[src/rtl/cpu_ctrl_pkg.sv]
// Shared definitions for the hardwired control sequencer: T-state encoding,
// opcode values, IR field positions and the decode classes used at T3.
package cpu_ctrl_pkg;

    typedef enum logic [2:0] {
        T0, T1, T2, T3, T4, T5, T6, HALT
    } state_t;

    localparam logic [4:0] OPC_ADD  = 5'b00011;
    localparam logic [4:0] OPC_SUB  = 5'b00100;
    localparam logic [4:0] OPC_AND  = 5'b00101;
    localparam logic [4:0] OPC_OR   = 5'b00110;
    localparam logic [4:0] OPC_SHR  = 5'b00111;
    localparam logic [4:0] OPC_SHRA = 5'b01000;
    localparam logic [4:0] OPC_SHL  = 5'b01001;
    localparam logic [4:0] OPC_ROR  = 5'b01010;
    localparam logic [4:0] OPC_ROL  = 5'b01011;
    localparam logic [4:0] OPC_MUL  = 5'b01111;
    localparam logic [4:0] OPC_DIV  = 5'b10000;
    localparam logic [4:0] OPC_NEG  = 5'b10001;
    localparam logic [4:0] OPC_NOT  = 5'b10010;
    localparam logic [4:0] OPC_NOP  = 5'b11010;
    localparam logic [4:0] OPC_HALT = 5'b11011;

    localparam int OPC_MSB = 31;
    localparam int OPC_LSB = 27;
    localparam int RA_MSB  = 26;
    localparam int RA_LSB  = 23;
    localparam int RB_MSB  = 22;
    localparam int RB_LSB  = 19;
    localparam int RC_MSB  = 18;
    localparam int RC_LSB  = 15;

    typedef enum logic [2:0] {
        CLS_BIN, CLS_MULDIV, CLS_UNARY, CLS_NOP, CLS_HALT, CLS_ILL
    } cls_t;

    function automatic cls_t decode_class(input logic [4:0] opc);
        cls_t cls;
        case (opc)
            OPC_ADD, OPC_SUB, OPC_AND, OPC_OR, OPC_SHR,
            OPC_SHRA, OPC_SHL, OPC_ROR, OPC_ROL: cls = CLS_BIN;
            OPC_MUL, OPC_DIV:                    cls = CLS_MULDIV;
            OPC_NEG, OPC_NOT:                    cls = CLS_UNARY;
            OPC_NOP:                             cls = CLS_NOP;
            OPC_HALT:                            cls = CLS_HALT;
            default:                             cls = CLS_ILL;
        endcase
        return cls;
    endfunction

endpackage

[src/rtl/reg_select_decoder.sv]
// Register index to one-hot select converter; indices at or above REG_COUNT
// select nothing.
module reg_select_decoder #(
    parameter int REG_COUNT = 16
) (
    input  logic [3:0]           index,
    input  logic                 enable,
    output logic [REG_COUNT-1:0] onehot
);

    always_comb begin
        onehot = '0;
        for (int i = 0; i < REG_COUNT; i++) begin
            if (enable && (int'(index) == i)) begin
                onehot[i] = 1'b1;
            end
        end
    end

endmodule

[src/rtl/control_sequencer.sv]
// Hardwired control sequencer: fetch plus ALU/unary/mul-div/nop/halt T-states.
// Optional `define MEM_WAIT_EN stretches T1 until mem_ready.
module control_sequencer
    import cpu_ctrl_pkg::*;
#(
    parameter int REG_COUNT = 16,
    parameter int OPC_W     = 5
) (
    input  logic                 Clock,
    input  logic                 clear,
    input  logic [31:0]          IR,
    input  logic                 mem_ready,
    output logic [REG_COUNT-1:0] Rin,
    output logic [REG_COUNT-1:0] Rout,
    output logic                 PCout,
    output logic                 PCin,
    output logic                 IncPC,
    output logic                 MARin,
    output logic                 Read,
    output logic                 MDRin,
    output logic                 MDRout,
    output logic                 IRin,
    output logic                 Yin,
    output logic                 Zin,
    output logic                 Zlowout,
    output logic                 Zhighout,
    output logic                 HIin,
    output logic                 LOin,
    output logic [OPC_W-1:0]     opcode,
    output logic                 Run,
    output logic                 illegal_op
);

    state_t      state;
    state_t      state_next;
    cls_t        cls;
    logic [3:0]  ra;
    logic [3:0]  rb;
    logic [3:0]  rc;
    logic [4:0]  opc;
    logic        rin_en;
    logic        rout_en;
    logic [3:0]  rin_idx;
    logic [3:0]  rout_idx;
    logic        t1_first;

    assign opc = IR[OPC_MSB:OPC_LSB];
    assign ra  = IR[RA_MSB:RA_LSB];
    assign rb  = IR[RB_MSB:RB_LSB];
    assign rc  = IR[RC_MSB:RC_LSB];
    assign cls = decode_class(opc);

    always_ff @(posedge Clock) begin
        if (clear) begin
            state <= T0;
        end else begin
            state <= state_next;
        end
    end

`ifdef MEM_WAIT_EN
    logic t1_wait;
    logic unused_ir;

    // Set while T1 is being held so PC is only reloaded on the first T1 cycle.
    always_ff @(posedge Clock) begin
        if (clear) begin
            t1_wait <= 1'b0;
        end else begin
            t1_wait <= (state == T1) && (state_next == T1);
        end
    end

    assign t1_first  = !t1_wait;
    assign unused_ir = ^IR[14:0];
`else
    logic unused_ir;

    assign t1_first  = 1'b1;
    assign unused_ir = ^{IR[14:0], mem_ready};
`endif

    always_comb begin
        state_next = state;
        PCout      = 1'b0;
        PCin       = 1'b0;
        IncPC      = 1'b0;
        MARin      = 1'b0;
        Read       = 1'b0;
        MDRin      = 1'b0;
        MDRout     = 1'b0;
        IRin       = 1'b0;
        Yin        = 1'b0;
        Zin        = 1'b0;
        Zlowout    = 1'b0;
        Zhighout   = 1'b0;
        HIin       = 1'b0;
        LOin       = 1'b0;
        opcode     = '0;
        illegal_op = 1'b0;
        rin_en     = 1'b0;
        rout_en    = 1'b0;
        rin_idx    = ra;
        rout_idx   = rb;
        Run        = (state != HALT);

        case (state)
            T0: begin
                state_next = T1;
                PCout = 1'b1;
                MARin = 1'b1;
                IncPC = 1'b1;
                Zin   = 1'b1;
            end
            T1: begin
`ifdef MEM_WAIT_EN
                state_next = mem_ready ? T2 : T1;
`else
                state_next = T2;
`endif
                Read    = 1'b1;
                MDRin   = 1'b1;
                Zlowout = t1_first;
                PCin    = t1_first;
            end
            T2: begin
                state_next = T3;
                MDRout = 1'b1;
                IRin   = 1'b1;
            end
            T3: begin
                case (cls)
                    CLS_BIN: begin
                        state_next = T4;
                        rout_en    = 1'b1;
                        Yin        = 1'b1;
                    end
                    CLS_MULDIV: begin
                        state_next = T4;
                        rout_en    = 1'b1;
                        rout_idx   = ra;
                        Yin        = 1'b1;
                    end
                    CLS_UNARY: begin
                        state_next = T4;
                        rout_en    = 1'b1;
                        opcode     = opc;
                        Zin        = 1'b1;
                    end
                    CLS_HALT: state_next = HALT;
                    CLS_ILL: begin
                        state_next = T0;
                        illegal_op = 1'b1;
                    end
                    default: state_next = T0;
                endcase
            end
            T4: begin
                state_next = T0;
                case (cls)
                    CLS_BIN: begin
                        state_next = T5;
                        rout_en    = 1'b1;
                        rout_idx   = rc;
                        opcode     = opc;
                        Zin        = 1'b1;
                    end
                    CLS_MULDIV: begin
                        state_next = T5;
                        rout_en    = 1'b1;
                        opcode     = opc;
                        Zin        = 1'b1;
                    end
                    CLS_UNARY: begin
                        Zlowout = 1'b1;
                        rin_en  = 1'b1;
                    end
                    default: ;
                endcase
            end
            T5: begin
                state_next = T0;
                Zlowout    = 1'b1;
                if (cls == CLS_MULDIV) begin
                    state_next = T6;
                    LOin       = 1'b1;
                end else begin
                    rin_en = 1'b1;
                end
            end
            T6: begin
                state_next = T0;
                Zhighout   = 1'b1;
                HIin       = 1'b1;
            end
            HALT: state_next = HALT;
            default: state_next = T0;
        endcase

        // Clear forces a quiet bus for its cycle regardless of the state left behind.
        if (clear) begin
            PCout      = 1'b0;
            PCin       = 1'b0;
            IncPC      = 1'b0;
            MARin      = 1'b0;
            Read       = 1'b0;
            MDRin      = 1'b0;
            MDRout     = 1'b0;
            IRin       = 1'b0;
            Yin        = 1'b0;
            Zin        = 1'b0;
            Zlowout    = 1'b0;
            Zhighout   = 1'b0;
            HIin       = 1'b0;
            LOin       = 1'b0;
            opcode     = '0;
            illegal_op = 1'b0;
            rin_en     = 1'b0;
            rout_en    = 1'b0;
            Run        = 1'b1;
        end
    end

    reg_select_decoder #(.REG_COUNT(REG_COUNT)) u_rin_dec (
        .index  (rin_idx),
        .enable (rin_en),
        .onehot (Rin)
    );

    reg_select_decoder #(.REG_COUNT(REG_COUNT)) u_rout_dec (
        .index  (rout_idx),
        .enable (rout_en),
        .onehot (Rout)
    );

endmodule

[config.mk]
export PLATFORM = sky130hd
export DESIGN_NAME = control_sequencer
export DESIGN_NICKNAME = d
export VERILOG_FILES = /design/src/rtl/cpu_ctrl_pkg.sv /design/src/rtl/reg_select_decoder.sv /design/src/rtl/control_sequencer.sv
export SDC_FILE = /design/constraint.sdc
export NUM_CORES = 1
export LEC_CHECK = 0
export CAP_MARGIN = 40
export CORE_MARGIN = 8
export CORE_UTILIZATION = 37
export CTS_CLUSTER_SIZE = 12
export DETAILED_ROUTE_END_ITERATION = 7
export PLACE_DENSITY = 0.93
export SETUP_SLACK_MARGIN = 0.3
export SLEW_MARGIN = 25
export SYNTH_ARGS = -nofsm -noshare
export SYNTH_HDL_FRONTEND = slang
export SYNTH_SLANG_ARGS = --single-unit
[constraint.sdc]
create_clock -name Clock -period 6.5 [get_ports Clock]
set_input_delay 0.975 -clock Clock [delete_from_list [all_inputs] [get_ports Clock]]
set_output_delay 0.975 -clock Clock [all_outputs]
set_load 0.1 [all_outputs]
==> results.json <==
{
  "finalCriticalPeriod_ps": 4931,
  "dieArea_mm2": 0.005269,
  "vdd_drop_max_mv": 0.03683,
  "slew_headroom_pct": 53.48,
  "crit_required_ps": 5520,
  "multi_input_area_um2": 988.4,
  "gp_congestion": 0.8227,
  "hold_ws_ps": 639.9,
  "critPathKind": "primary input to output pin",
  "worstSetupStartpointType": "primary input",
  "final_util_pct": 74.06,
  "synth_area_leaders": "nor2_1, nor3_1, nand2b_1, dfxtp_1, a21oi_1",
  "antenna_left": 0,
  "tightest_slew_ps": 695.7,
  "row_count": 20,
  "fp.dieH_um": 72.59,
  "cp_num_buf_inv": 4,
  "finalSetupTns_ps": 0,
  "clk_latency_ps": 230,
  "dp_hpwl_um": 3789,
  "postCtsHoldBufs": 0,
  "timing.final.crit_share_pct": 75.87,
  "netlist_area_mm2": 0.001185,
  "h-tree-depth": 1,
  "cts_resized": 0,
  "grt-ovfl-total": 0,
  "synth.avg_cell_area_um2": 7.138,
  "grt_max_degree": 19,
  "vias": 1610,
  "path_delay_family": "buffers and inverters",
  "num_io_pins": 88,
  "largest_register": "state",
  "final_hold_viol_count": 0,
  "synth_area_leader_cell": "nor2_1",
  "start_util_pct": 38.81,
  "ys_warn_count": 0,
  "largest_register_ffs": 3,
  "die_w_um": 72.59,
  "path_clk_slew_ps": 30,
  "grt_pass1_wl_um": 7238,
  "root_buffer": "clkbuf_4",
  "hold_path_class": "flop to flop",
  "yosysMostFrequentCell": "nor2_1",
  "critPathSlowestCell": "clkdlybuf4s50_1",
  "synth_top_flop_cell": "dfxtp_1",
  "drv_cap": 0,
  "diodes": 0,
  "ys_types": 58,
  "gr-usage-all-layers_pct": 16.33,
  "synth_top_area_share_pct": 6.653,
  "io_buffers": 71,
  "place_inst": 295,
  "cp_data_arrival_time_ps": 3960,
  "post-route-drc-count": 0,
  "ys_ff_latch": 3,
  "async_flop_share_pct": 0,
  "layout-drive-gt1-share_pct": 32.16,
  "final_cells": 299,
  "p_leak_uw": 0.0008548,
  "routed_wl_um": 4485,
  "wire_per_inst_um": 15.00,
  "grt_pass1_vias": 1544,
  "fin_skew_ps": 4.090,
  "status": "finished clean",
  "fin_nets": 293,
  "maxSlewViolCount": 0,
  "cp-end-kind": "output pin",
  "post_cts_buffers": 0,
  "synth_nets": 203,
  "cts_made_buffers": 3,
  "p_total_uw": 171.3,
  "cts_tree": "yes",
  "top_regs": "state (3)",
  "netlist_instances": 166,
  "seq_area_um2": 60.06,
  "cts.sinks": 3,
  "rsz0062_at_grt": "no",
  "drt-vias-per-instance": 5.385,
  "ys_seq_area_share_pct": 5.069,
  "clk_path_buf_depth": 2,
  "setup_violations": 0,
  "first_iter_violations": 96,
  "coreArea_mm2": 0.003053,
  "synth_edf_count": 0,
  "cpPeakStageDelay_ps": 530,
  "ys_top_cells_by_count": "nor2_1, nor3_1, a21oi_1",
  "crit_top_cell": "clkdlybuf4s50_1",
  "timing.fmax_ghz": 0.2028,
  "fillers": 227,
  "critPathMaxFanout": 5,
  "worstPathCellList": "clkdlybuf4s50_1 -> inv_1 -> ha_1 -> or3_1 -> a21oi_1 -> nand2_1 -> a21oi_2 -> nand3_1 -> nor2_1 -> clkdlybuf4s50_1 -> buf_8",
  "antenna_found_initial": 0,
  "power_density_mw_per_mm2": 75.77,
  "drtPass1Iterations": 4,
  "syn2layout_area_growth_pct": 90.81
}
-- per-layer routing --
| metal | part of all wire (%) | wire length [um] | up-vias | GRT usage, % |
|---|---|---|---|---|
| met2 | 53 | 2356 | 78 | 31.11 |
| met5 | 0 | 0 | - | 0 |
| li1 | - | - | 793 | - |
| met1 | 38 | 1702 | 735 | 17.01 |
| met3 | 9.1 | 408 | 4 | 5.357 |
| met4 | 0.38 | 17 | 0 | 2.444 |
-- layout by cell type, fill, tap and decap left out, types with 2 or more instances in the layout --
| master | netlist | layout |
|---|---|---|
| nor2_2 | 2 | 2 |
| o22ai_1 | 2 | 2 |
| ha_1 | 2 | 2 |
| a221oi_1 | 2 | 2 |
| nand3b_1 | 7 | 7 |
| nand2_1 | 9 | 9 |
| a211oi_1 | 2 | 2 |
| a21oi_4 | 2 | 2 |
| nor2_1 | 21 | 21 |
| inv_1 | 4 | 4 |
| nor3b_2 | 3 | 3 |
| clkbuf_4 | 0 | 3 |
| a21oi_1 | 11 | 11 |
| nor3_1 | 15 | 15 |
| or3_1 | 4 | 4 |
| nand2b_1 | 10 | 10 |
| and2_1 | 4 | 4 |
| buf_4 | 7 | 23 |
| clkdlybuf4s50_1 | 0 | 48 |
| buf_8 | 0 | 29 |
| o21ai_0 | 5 | 5 |
| and3_1 | 3 | 3 |
| dfxtp_1 | 3 | 3 |
| nand3_1 | 5 | 5 |
| a2bb2oi_1 | 2 | 2 |
-- logic make-up after synthesis --
family / share of synthesized area [%]
adders and majority gates: 2.112
AOI/OAI and AO/OA: 31.05
buffers and inverters: 12.04
and+or+nand+nor: 49.74
DFF: 5.069
-- final cells by class --
type                            instances  area share [%]
Tap cell                               44           2.435
Inverter                                4          0.6641
Sequential cell                         3           2.656
Clock buffer                            4           1.162
Multi-Input combinational cell        143           43.72
Timing Repair Buffer                  101           49.36
-- through the flow --
| stage | cell area [um^2] | setup WS [ps] |
|---|---|---|
| 4_1_cts | 2261 | 1568 |
| 2_1_floorplan | 1191 | 588.2 |
| 3_5_place_dp | 2235 | 1574 |
| 3_3_place_gp | 1772 | 1260 |
| 5_1_grt | 2261 | 1359 |
| 6_report | 2261 | 1569 |
-- tightest hold or removal path: stages, from the launching register on --
cell,delay (ps)
dfxtp_1,400
nand3_1,120
a21oi_1,60
-- path summary, 6_finish.rpt --
| path | start | end | slack (ps) | cells past startpoint |
|---|---|---|---|---|
| worst max-delay path | IR[27] | Rin[7] | 1570 | 11 |
| worst min-delay path | state[0] | state[0] | 640 | 2 |
| worst max register to register | state[2] | state[2] | 5020 | 4 |
| worst min register to register | state[0] | state[0] | 640 | 2 |
-- where the power goes --
part | switching [uW] | total [uW] | internal (uW)
registers | 3.20 | 22.9 | 19.7
clock network | 9.24 | 32.2 | 23.0
logic | 71.3 | 116 | 44.9
total | 83.7 | 171 | 87.6
Note: power is estimated with default switching activity, not from simulation.
==> patch 1, RTL diff (config.mk and constraints unchanged) <==
`REG_COUNT` is set to 16 in 2 places; all go to 18.
--- a/src/rtl/reg_select_decoder.sv
+++ b/src/rtl/reg_select_decoder.sv
@@ -1,7 +1,7 @@
 // Register index to one-hot select converter; indices at or above REG_COUNT
 // select nothing.
 module reg_select_decoder #(
-    parameter int REG_COUNT = 16
+    parameter int REG_COUNT = 18
 ) (
     input  logic [3:0]           index,
     input  logic                 enable,
--- a/src/rtl/control_sequencer.sv
+++ b/src/rtl/control_sequencer.sv
@@ -3,7 +3,7 @@
 module control_sequencer
     import cpu_ctrl_pkg::*;
 #(
-    parameter int REG_COUNT = 16,
+    parameter int REG_COUNT = 18,
     parameter int OPC_W     = 5
 ) (
     input  logic                 Clock,
Interface: changed (resized Rin and Rout); port bits go from 88 to 92. No check against the original RTL was run, so the function may have changed too.
==> patch 1 against the unedited design <==
  * Setup slack better by 0.042 ns
  * Wire length is 4.4% lower
  * Total power grew 6.8%
  * Design area fell by 5.8%
  * Register-to-register slack worse by 0.21 ns
  * Core utilization is 2.5 points higher
  * Synthesized area fell by 8.1%
  * First-iteration DRC count decreased by 24%
  * Sequential cell count did not move
  * Synthesized cell count up 2.4%
  * Critical path type unchanged
==> patch 1: results (changes against the unedited design) <==
* Result of the run: finished, final reports clean
* Resized Gates After CTS at 0 (unchanged)
* Worst hold path class: register to register
* Number of port buffers at 71 (unchanged)
* Setup fix buffers added after clock tree synthesis at 0 (unchanged)
* Final weighted congestion in routability-driven placement at 0.7894 (-4.0%)
* Setup slack of the worst register-to-register path at 4.81 ns (-0.21 ns)
* Leading post-synthesis cells by instance count: 26 x nor2_1, 14 x nand2_1, 14 x nor3_1
* Sequential element share of the synthesized area at 5.517% (+0.45 points)
* Clock tree skew after final layout at 0.004589 ns (+0.0004995 ns)
* Number of filler instances in the final layout at 225 (-0.88%)
* Worst r2r dst: state[2]
* Root buffer cell: clkbuf_4
* Proportion of layout cells with a drive suffix above 1 at 28.13% (-4.0 points)
* Number of antenna violations at the first check in global routing at 0 (unchanged)
* H-Tree Depth at 1 (unchanged)
* Global-route wire length before repair at 6941 µm (-4.1%)
* Overall Global Routing Usage at 16.02% (-0.31 points)
* Worst hold endpoint: state[2]
* Drt pass-1 iters at 4 (unchanged)
* Number of cells on the worst reg-to-reg path at 5 (+1)
* Critical path peak fanout at 4 (-1)
* Launch point of the worst hold path: state[0]
* Source of the worst register-to-register timing path: state[1]
* Register clock-pin slew on the reported worst setup and hold paths at 0.04 ns
* Worst VDD drop at 176.4 µV (+380%)
* Detailed-route via count at 1558 (-3.2%)
* Diode insertion count for antenna repair at 0 (unchanged)
* Worst Hold Path Cells at 2 (unchanged)
* Static Leakage at 0.8199 nW (-4.1%)
* Transition at the pin with the smallest max-transition slack at 0.5552 ns (-0.1405 ns)
* First-iteration detailed-routing DRC count at 73 (-24%)
* Final #Nets at 294 (+0.34%)
* HPWL after detailed placement at 3481 µm (-8.1%)
* Maximum number of pins on one net before global-route repair at 18 (-1)
* Distinct cell type count of the synthesized netlist at 54 (-6.9%)
* FFs w/ async S/R, synth at 0% (unchanged)
* Worst setup path start: IR[27]
* Number of max-cap violations at 0 (unchanged)
* Top flip-flop cell by instance count after synthesis: dfxtp_1
* Fin Setup TNS at 0 ns (unchanged)
* Worst-skew pair later-pin latency at 0.24 ns
* Routed wire per std cell at 14.94 µm (-0.39%)
* Number of CTS-inserted buffers at 3 (unchanged)
* Via count of the first global-routing pass at 1495 (-3.2%)
* Biggest registers after layout: state (3)
* Total placed instance area at 2103 µm² (-5.9%)
* Most area-consuming cells after synthesis: nor2_1 9.0%, buf_4 7.6%, nor3_1 6.4%
* Synthesis Warnings at 0 (unchanged)
* Worst Path Arrival at 3.91 ns (-0.05 ns)
* Hold slack at 0.5839 ns (-0.05593 ns)
* Clock tree buffer depth at 2 (unchanged)
-- patch 1: changes by cell type in the layout (fill, tap and decap cells not counted), moves of 3 or more --
cell / unedited run / this run
nand2_1: 9 / 14
and3_1: 3 / 0
nand3b_1: 7 / 1
nor2_1: 21 / 26
nand2b_1: 10 / 7
nor4_1: 1 / 4
nor3b_2: 3 / 0
conb_1: 0 / 4
nand4b_1: 0 / 3
-- patch 1: worst max-delay path: stages --
cell and delay, ns:
clkdlybuf4s50_1 0.50, inv_1 0.06, ha_1 0.36, or3_1 0.41, a21boi_2 0.20, nand2_1 0.06, o21ai_0 0.17, nand4b_1 0.28
nor2_1 0.17, clkdlybuf4s50_1 0.53, buf_8 0.20
-- patch 1: power breakdown --
part	total [mW]	internal (mW)	switching, mW
Clock	0.0340	0.0231	0.0109
Combinational	0.126	0.0442	0.0816
Sequential	0.0231	0.0197	0.00331
-- patch 1: cell type report --
type | instances | area [µm²] | area share, %
timing repair buffer | 100 | 1086 | 51.00
multi-input combinational | 143 | 895.9 | 42.07
sequential | 3 | 60.06 | 2.820
tap | 31 | 38.79 | 1.821
clock buffer | 4 | 26.28 | 1.234
inverter | 6 | 22.52 | 1.058
-- patch 1: metal layers --
layer  GRT usage [%]  routed length [µm]
met2           27.87                2024
met3           6.638                 379
met4           2.902                  38
met5               0                   0
met1           17.78                1846
-- patch 1: metrics by stage --
stage / worst slack, ns / cells
after global routing: 1.420 / 287
final: 1.611 / 287
after global placement: 1.247 / 254
after CTS: 1.620 / 287
after detailed placement: 1.626 / 283
after floorplan: 0.3608 / 173
-- patch 1: cells by family (layout without fill, tap and decap cells) --
| family | count (synthesis) | count (layout) | share of synthesized area, % |
|---|---|---|---|
| simple gates | 94 | 94 | 48.85 |
| other cells | 1 | 4 | 0.3445 |
| flops | 3 | 3 | 5.517 |
| fa+ha+maj | 2 | 2 | 2.298 |
| buf+inv | 27 | 110 | 13.79 |
| mux | 1 | 1 | 0.9196 |
| compound gates | 42 | 42 | 28.28 |
-- patch 1: worst max-delay path by stage --
stage               to  cells after the start  slack, ns
2_1_floorplan  Rin[12]                      8       0.36
3_3_place_gp   Rin[13]                     10       1.25
3_5_place_dp    Rin[6]                     11       1.63
4_1_cts         Rin[6]                     11       1.62
5_1_grt         Rin[6]                     11       1.42
6_report        Rin[6]                     11       1.61
==> patch 2, RTL diff (same settings) <==
Without the edit above. Re-encode `state_t` (8 states) as Gray code, 3 bits wide.
--- a/src/rtl/cpu_ctrl_pkg.sv
+++ b/src/rtl/cpu_ctrl_pkg.sv
@@ -3,7 +3,7 @@
 package cpu_ctrl_pkg;
 
     typedef enum logic [2:0] {
-        T0, T1, T2, T3, T4, T5, T6, HALT
+        T0 = 3'b000, T1 = 3'b001, T2 = 3'b011, T3 = 3'b010, T4 = 3'b110, T5 = 3'b111, T6 = 3'b101, HALT = 3'b100
     } state_t;
 
     localparam logic [4:0] OPC_ADD  = 5'b00011;
Function: same outputs for any inputs over 10 cycles, from zero or initial values; not proved beyond that.
==> patch 2 against the unedited design <==
  * Global-route usage rose by 1.0 points
  * Total power is 24% higher
  * Critical path depth decreased by 2
  * Sequential power up 14%
  * Sequential cell count stayed put
  * Clock power decreased by 1%
  * Setup slack lost 0.16 ns
  * Wire length up 13%
  * Synthesized area increased by 7.6%
  * Design area increased by 10%
  * Combinational power increased by 33%
  * Core utilization is 0.60 points higher
  * Count of clock-buffer cells in the layout did not move
==> patch 2: results (changes against the unedited design) <==
* Post-synthesis net count at 212 (+4.4%)
* Non-clk invs at 7 (+3)
* Final weighted congestion in routability-driven placement at 0.8144 (-1.0%)
* Proportion of cell area occupied by multi-input gates at 43.65% (-0.073 points)
* Worst Path Arrival at 4.12 ns (+0.16 ns)
* Number of standard cells after synthesis at 175 (+5.4%)
* Average footprint of a synthesized cell at 7.286 µm² (+2.1%)
* Distinct cell type count of the synthesized netlist at 55 (-5.2%)
* CP Capture Point: Rout[5]
* HPWL after detailed placement at 4090 µm (+8.0%)
* Proportion of layout cells with a drive suffix above 1 at 30.97% (-1.2 points)
* Rel. slew slack at 48.74% (-4.7 points)
* Multi-input gates at 145 (+1.4%)
* Overall Global Routing Usage at 17.38% (+1.0 points)
* Cell type of the slowest stage on the worst timing path: and3_1
* Number of buffers outside the clock class in the layout at 109 (+7.9%)
* Detailed-route via count at 1718 (+6.7%)
* Worst slack at placement at 1.242 ns (-0.3324 ns)
* Time the final worst path needs with I/O delays and setup at 5.093 ns (+0.1615 ns)
* Source of the worst register-to-register timing path: state[1]
* Clock-cell share at 1.055% (-0.11 points)
* First-iteration detailed-routing DRC count at 106 (+10%)
* Seq/total area at 2.411% (-0.25 points)
* Static Leakage at 0.9166 nW (+7.2%)
* Total length of routed wires at 5047 µm (+13%)
* Worst VDD drop at 108.4 µV (+190%)
* Sequential cell count at 3 (unchanged)
* Non-clock buffer share at 49.52% (+0.16 points)
* Sw frac at 52.68% (+3.8 points)
* Most area-consuming cells after synthesis: nor4b_2 9.4%, a21oi_1 4.7%, dfxtp_1 4.7%
* Maximum number of pins on one net before global-route repair at 25 (+6)
* Hold slack at 0.7215 ns (+0.08166 ns)
* Setup slack of the worst register-to-register path at 4.87 ns (-0.15 ns)
* Result of the run: finished, final reports clean
* Leading post-synthesis cells by instance count: 15 x nor2_1, 12 x a21oi_1, 9 x nand2_1, 9 x nor4_1
* Compound-Gate Fraction of Synth Area at 32.68% (+1.6 points)
* Number of filler instances in the final layout at 233 (+2.6%)
* Global-route wire length before repair at 7859 µm (+8.6%)
* Cell type contributing the most total cell area after synthesis: nor4b_2
* Cells after DPL at 309 (+4.7%)
-- patch 2: cell types whose count changed after synthesis, sizes merged, moves of 3 or more --
cell	before	now
a21o	1	5
clkbuf	2	6
inv	4	7
nand2b	10	7
nand3b	7	1
nor2	23	15
nor3	15	8
nor4	2	11
nor4b	2	10
o21ai	5	11
-- patch 2: power by group through the flow --
stage / Clock (mW) / Combinational (mW) / Sequential (mW)
floorplan: 0 / 0.109 / 0.0218
global placement: 0 / 0.130 / 0.0262
detailed placement: 0 / 0.152 / 0.0263
CTS: 0.0336 / 0.153 / 0.0260
global route: 0.0352 / 0.162 / 0.0270
finish: 0.0318 / 0.154 / 0.0262
-- patch 2: metal layers --
metal	track usage (%)	vias to the layer above	part of all wire, %	wire length, µm
li1	-	844	-	-
met1	19.74	800	40	2034
met2	33.20	70	53	2651
met3	1.598	4	6.6	333
met4	4.565	0	0.53	27
met5	0	-	0	0
